File: config.mk
export PLATFORM = sky130hd
export DESIGN_NAME = stream_demux_1_4
export DESIGN_NICKNAME = d
export VERILOG_FILES = /design/src/rtl/stream_demux_1_4.sv
export SDC_FILE = /design/constraint.sdc
export NUM_CORES = 1
export LEC_CHECK = 0
export BUFFER_PORTS_ARGS = -buffer_cell sky130_fd_sc_hd__buf_2
export CORE_MARGIN = 3
export CORE_UTILIZATION = 55
export DETAILED_ROUTE_END_ITERATION = 16
export PLACE_DENSITY = 0.94
export RECOVER_POWER = 100
export SLEW_MARGIN = 20
export SYNTH_ARGS = -nofsm -noshare
export SYNTH_HDL_FRONTEND = slang
export SYNTH_SLANG_ARGS = --single-unit
File: constraint.sdc
create_clock -name clk -period 1.9 [get_ports clk]
set_input_delay 0.095 -clock clk [delete_from_list [all_inputs] [get_ports clk]]
set_output_delay 0.095 -clock clk [all_outputs]
set_load 0.02 [all_outputs]
File: src/rtl/stream_demux_1_4.sv
// One-to-four valid/ready stream demultiplexer.
// Each input beat is steered by in_sel into one of four single-entry output
// registers. Every channel keeps a wrapping count of beats it has delivered.
module stream_demux_1_4 #(
    parameter int unsigned W     = 8,
    parameter int unsigned CNT_W = 8
) (
    input  logic             clk,
    input  logic             rst,
    input  logic             in_valid,
    output logic             in_ready,
    input  logic [W-1:0]     in_data,
    input  logic [1:0]       in_sel,
    output logic [3:0]       out_valid,
    input  logic [3:0]       out_ready,
    output logic [W-1:0]     out_data0,
    output logic [W-1:0]     out_data1,
    output logic [W-1:0]     out_data2,
    output logic [W-1:0]     out_data3,
    output logic [CNT_W-1:0] cnt0,
    output logic [CNT_W-1:0] cnt1,
    output logic [CNT_W-1:0] cnt2,
    output logic [CNT_W-1:0] cnt3
);

    localparam int unsigned NCH = 4;

    logic [NCH-1:0]   valid_q;
    logic [W-1:0]     data_q [NCH];
    logic [CNT_W-1:0] cnt_q  [NCH];

    logic             accept;
    logic [NCH-1:0]   load;
    logic [NCH-1:0]   drain;

    // Input handshake: ready when the selected slot is empty or emptying this
    // cycle. Combinational so a drain and a refill can share one cycle.
    always_comb begin
        in_ready = 1'b0;
        accept   = 1'b0;
        load     = '0;
        drain    = '0;
        in_ready = ~rst & (~valid_q[in_sel] | out_ready[in_sel]);
        accept   = in_valid & in_ready;
        for (int i = 0; i < NCH; i++) begin
            load[i]  = accept & (in_sel == 2'(i));
            drain[i] = valid_q[i] & out_ready[i];
        end
    end

    // Per-channel slot and delivered-beat counter; a fill takes priority over
    // a drain so the slot stays full when both happen together.
    always_ff @(posedge clk) begin
        if (rst) begin
            valid_q <= '0;
            for (int i = 0; i < NCH; i++) begin
                data_q[i] <= '0;
                cnt_q[i]  <= '0;
            end
        end else begin
            for (int i = 0; i < NCH; i++) begin
                if (load[i]) begin
                    data_q[i]  <= in_data;
                    valid_q[i] <= 1'b1;
                end else if (out_ready[i]) begin
                    valid_q[i] <= 1'b0;
                end
                if (drain[i]) begin
                    cnt_q[i] <= cnt_q[i] + CNT_W'(1);
                end
            end
        end
    end

    assign out_valid = valid_q;
    assign out_data0 = data_q[0];
    assign out_data1 = data_q[1];
    assign out_data2 = data_q[2];
    assign out_data3 = data_q[3];
    assign cnt0      = cnt_q[0];
    assign cnt1      = cnt_q[1];
    assign cnt2      = cnt_q[2];
    assign cnt3      = cnt_q[3];

endmodule

==> results of run 1 <==
[cell usage after synthesis]
master and number:
nand3b_1 1, nand3_2 1, nand2b_1 11, a21o_1 1, or3_2 1, mux2i_1 1, or4_1 2, nor4b_1 1
nand2_1 22, o21ai_0 10, ha_1 4, a21oi_1 16, edfxtp_1 64, clkbuf_1 6, or3_1 9, inv_1 3
nor2b_1 3, xor2_1 8, and2_1 4, xnor2_1 4, nand3_1 16, dfxtp_1 4, a311o_1 1, nor2_1 52
o31ai_1 1, o211ai_1 1, and3b_1 1, or2_2 3, nand4_1 4
[final timing paths]
| kind | start | to | slack (ps) | cells past startpoint |
|---|---|---|---|---|
| worst max-delay path | out_valid[0] | in_ready | 200 | 4 |
| worst min-delay path | in_valid | out_valid[2] | 90 | 3 |
| worst max register to register | cnt_q[1][2] | cnt_q[1][7] | 470 | 3 |
| worst min register to register | out_valid[2] | out_valid[2] | 580 | 2 |
[per-stage QoR]
stage	setup slack [ps]	hold slack, ps	util [%]
after floorplan	437	271	-
after CTS	282	81.1	71.6
after detailed placement	477	438	67.3
final	198	91.9	69.9
after global placement	560	428	67.3
after global routing	155	123	69.9
[sequential cells by signal, summed over array words and instances (netlist names)]
name and flops:
cnt_q 32, data_q 32, out_valid 4
[power by group]
part,switching [W],leakage (nW),internal (W),total (W)
combinational,0.000215,0.443,0.0000727,0.000288
sequential,0.0000482,0.709,0.00171,0.00175
clock,0.000565,0.102,0.000745,0.00131
total,0.000829,1.25,0.00252,0.00335
[layer usage]
| metal | up-vias | GRT usage [%] | share of wire (%) |
|---|---|---|---|
| li1 | 1096 | - | - |
| met5 | - | 0 | 0 |
| met4 | 0 | 10.3 | 1.7 |
| met2 | 87 | 36.6 | 52 |
| met3 | 12 | 3.84 | 6.0 |
| met1 | 1111 | 27.3 | 41 |
[cell type report]
class                           count  area [µm²]  area share, %
Timing Repair Buffer               85         338           9.35
Clock buffer                        9         124           3.43
Tap cell                           70        87.6           2.42
Clock inverter                      7         100           2.77
Inverter                            3        11.3          0.312
Multi-Input combinational cell    178         951           26.3
Sequential cell                    68        2000           55.4
[critical path, delay by kind of cell (launching register included)]
family	cells	cell delay (ps)
buffers and inverters	1	250
AOI/OAI and AO/OA	2	500
and+or+nand+nor	1	170
DFF	1	350
[cells by family (layout without fill, tap and decap cells)]
family,count (synthesis),count (layout)
AOI/OAI and AO/OA,30,30
xor gates and xnor gates,12,12
adders and majority gates,4,4
buffers and inverters,9,104
DFF,68,68
muxes,1,1
and+or+nand+nor,131,131
==> results_dict.tcl, run 1 <==
set metrics [dict create \
    initial_utilization_pct 57.8 \
    syn-num-nets 276 \
    setup_viol 0 \
    root_buffer "clkbuf_8" \
    cts_resized 0 \
    vias 2306 \
    synth.area.top_cells "edfxtp_1, nor2_1, nand2_1" \
    cts_setup_buffers 0 \
    maxSlewHeadroom_pct 50.9 \
    cap_violations 0 \
    cpPeakStageDelay_ps 350 \
    endpoint_kind "output pin" \
    dr.pass1.iters 5 \
    synthCells 255 \
    antenna_found_initial 0 \
    p_leak_nw 1.25 \
    mostFrequentLayoutCells "clkbuf_1, edfxtp_1, nor2_1" \
    core-area_mm2 0.00517 \
    grt.total_usage_pct 21.8 \
    finalInstanceArea_mm2 0.00361 \
    fill_cells 389 \
    arrival_ps 1610 \
    final_nets 366 \
    drc 0 \
    worst_pin_slew_ps 736 \
    cp_max_fo 6 \
    synth-compound-area-share_pct 5.44 \
    rsz0062_at_grt "false" \
    drv_slew 0 \
    cts.sinks 68 \
    worst_clock_skew_ps 5.97 \
    postSynthAreaPerCell_um2 11.7 \
    ys_seq_elements 68 \
    io_buffers 85 \
    h-tree-depth 3 \
    outcome "finished clean" \
    wl_per_cell_um 15.9 \
    crit_chain "nor4b_1 -> a311o_1 -> a21oi_1 -> clkbuf_1" \
    synth_area_mm2 0.00299 \
    hpwl_mm 4.88 \
    period_minus_slack_ps 1700 \
    hold_path_class "input port to flop" \
    cts_buffers 9 \
    synthAdderAreaFrac_pct 1.67 \
    path_class "flop to output pin" \
    timing.final.crit_share_pct 89.6 \
    synth_top_family_by_area "simple AND/OR/NAND/NOR gates" \
    clk_pin_slew_ps 80 \
    critical_path_required_ps 1800 \
    fin_cells 420 \
    cts-hold-fix-buffers 0 \
    antenna_cells 0 \
    synthDistinctLibCells 29 \
    ir_drop_v 0.000642 \
    area_delta_synth_final_pct 20.8 \
    synth_largest_area_cell "edfxtp_1" \
    layout_commonest_cell "clkbuf_1" \
    finalSetupTns_ps 0 \
    drive_gt1_share_pct 9.43 \
    synthSimpleGateAreaFrac_pct 21.0 \
    start_kind "flop" \
    muxShareOfSynthArea_pct 0.335 \
    post_dp_cell_area_mm2 0.00348 \
    antenna_left 0 \
    grt_max_degree 23 \
    die_h_um 79.8 \
    synth-xor-area-share_pct 3.51 \
    total_power_w 0.00335 \
    overflow 0 \
    viasPerCell 5.49 \
    place_inst 404 \
    grt_pass1_wl_mm 10.4 \
    fp.dieW_um 79.8 \
    insertion_delay_ps 340 \
    cp_slowest_cell "dfxtp_1" \
    grt_pass1_vias 2211 \
    routabilityCongestion 0.868 \
    yosysWarnings 0 \
    finalWirelength_mm 6.68 \
    dieArea_mm2 0.00636 \
    yosysTopAreaCellShare_pct 64.2 \
    cts_tree "done" \
    ys_seq_area_share_pct 66.9 \
    io_pins 86 \
    p_per_area_mw_per_mm2 928 \
    drt_iter0_markers 138 \
    fmax_ghz 0.588 \
    rows 26 \
    cts_max_path_buffers 2 \
    hold_violations 0 \
]
Note: power is estimated with default switching activity, not from simulation.
==> inputs of run 2 (changes only) <==
CORE_UTILIZATION = 50   (was 55)
GPL_TIMING_DRIVEN = 1   (was default)
PLACE_DENSITY = 0.89   (was 0.94)
==> results_dict.tcl, run 2 (synthesized netlist as in run 1, its figures left out) <==
set metrics [dict create \
    rows 27 \
    period_minus_slack_ps 1660 \
    worst_clock_skew_ps 7.37 \
    vias 2265 \
    grt_pass1_wl_mm 10.6 \
    drv_slew 0 \
    layout_commonest_cell "clkbuf_1" \
    cp_max_fo 6 \
    start_kind "flop" \
    initial_utilization_pct 53.0 \
    fill_cells 476 \
    cts_setup_buffers 0 \
    seq_area_mm2 0.00200 \
    cts_tree "done" \
    cts_resized 0 \
    cts-hold-fix-buffers 0 \
    finalSetupTns_ps 0 \
    setup_viol 0 \
    grt.busiest_layer "met2" \
    cts.sinks 68 \
    r2r_slack_ps 440 \
    reg2reg_from "cnt_q[1][2]" \
    gr-usage-met3_pct 5.36 \
    p_leak_nw 1.26 \
    grt.total_usage_pct 19.5 \
    critical_path_required_ps 1800 \
    r2r-end "cnt_q[1][7]" \
    grt.met2_usage_pct 30.8 \
    area_delta_synth_final_pct 20.9 \
    drt_iter0_markers 96 \
    timing.final.crit_share_pct 87.1 \
    endpoint "in_ready" \
    cts_max_path_buffers 2 \
    total_power_w 0.00335 \
    hold_path_class "input port to flop" \
    drc 0 \
    core-area_mm2 0.00564 \
    outcome "finished clean" \
    fp.dieW_um 83.4 \
    ir_drop_v 0.000655 \
    die_h_um 83.4 \
    hold_violations 0 \
    dieArea_mm2 0.00695 \
    cts_buffers 9 \
    h-tree-depth 3 \
    wl_per_cell_um 15.5 \
    io_pins 86 \
    hpwl_mm 4.84 \
    clk_pin_slew_ps 70 \
    use_met1_pct 24.7 \
    rsz0062_at_grt "false" \
    drive_gt1_share_pct 9.43 \
    arrival_ps 1560 \
    antenna_found_initial 0 \
    finalWirelength_mm 6.56 \
    mostFrequentLayoutCells "clkbuf_1, edfxtp_1, nor2_1" \
    multi_input_area_um2 951 \
    dr.pass1.iters 6 \
    min_from "in_valid" \
    antenna_cells 0 \
    antenna_left 0 \
    endpoint_kind "output pin" \
    final_nets 366 \
    p_per_area_mw_per_mm2 926 \
    crit_start "out_valid[0]" \
    cap_violations 0 \
    path_class "flop to output pin" \
    worst_pin_slew_ps 490 \
    r2r_cells 3 \
    maxSlewHeadroom_pct 67.3 \
    root_buffer "clkbuf_8" \
    routabilityCongestion 0.825 \
    insertion_delay_ps 340 \
    grt_max_degree 23 \
    fmax_ghz 0.604 \
    overflow 0 \
    grt_pass1_vias 2166 \
    viasPerCell 5.37 \
    io_buffers 85 \
]
run 2: cell types whose count changed in the layout (fill, tap and decap cells not counted):
cell        delta
or2_0          +1
clkbuf_1       -1
or2_2          -1
and2_1         -1
clkinvlp_4     -2
inv_6          +1
buf_2          +1
clkinv_2       +1
and2_0         +1
run 2: final cells by class:
| class | instances | share of cell area (%) |
|---|---|---|
| well taps | 72 | 2.49 |
| flip-flops and latches | 68 | 55.4 |
| repair buffers | 85 | 9.38 |
| clock inverters | 7 | 2.73 |
| multi-input cells | 178 | 26.3 |
| inverters | 3 | 0.311 |
| clock buffers | 9 | 3.43 |
run 2: stage by stage:
stage	instance area [µm²]	utilization [%]	std cells	setup WS, ps	hold WS [ps]
after floorplan	2990	-	255	437	271
final	3620	64.1	422	245	95.7
after global placement	3480	61.8	406	552	430
after detailed placement	3480	61.8	406	472	436
after CTS	3710	65.7	422	321	86.0
after global routing	3620	64.1	422	192	90.6
run 2: worst min path at each step:
stage	endpoint	slack [ps]	cells after the start
2_1_floorplan	out_valid[0]	270	2
3_3_place_gp	out_valid[2]	430	3
3_5_place_dp	out_valid[2]	440	3
4_1_cts	out_valid[1]	90	3
5_1_grt	out_valid[1]	90	3
6_report	out_valid[1]	100	3
run 2: critical path, cell delays in order (launching register included):
cell	delay, ps
dfxtp_1	360
nor4b_1	170
a311o_1	340
a21oi_1	120
clkbuf_1	240
run 2: where the power goes:
group          leakage, nW  internal, W  switching (W)
clock network        0.110     0.000747       0.000563
logic                0.444    0.0000726       0.000210
registers            0.709      0.00171      0.0000501
run 2: layer usage:
layer,vias to the layer above,part of all wire (%)
met3,15,5.5
li1,1092,-
met1,1076,43
met2,82,49
met5,-,0
met4,0,2.8
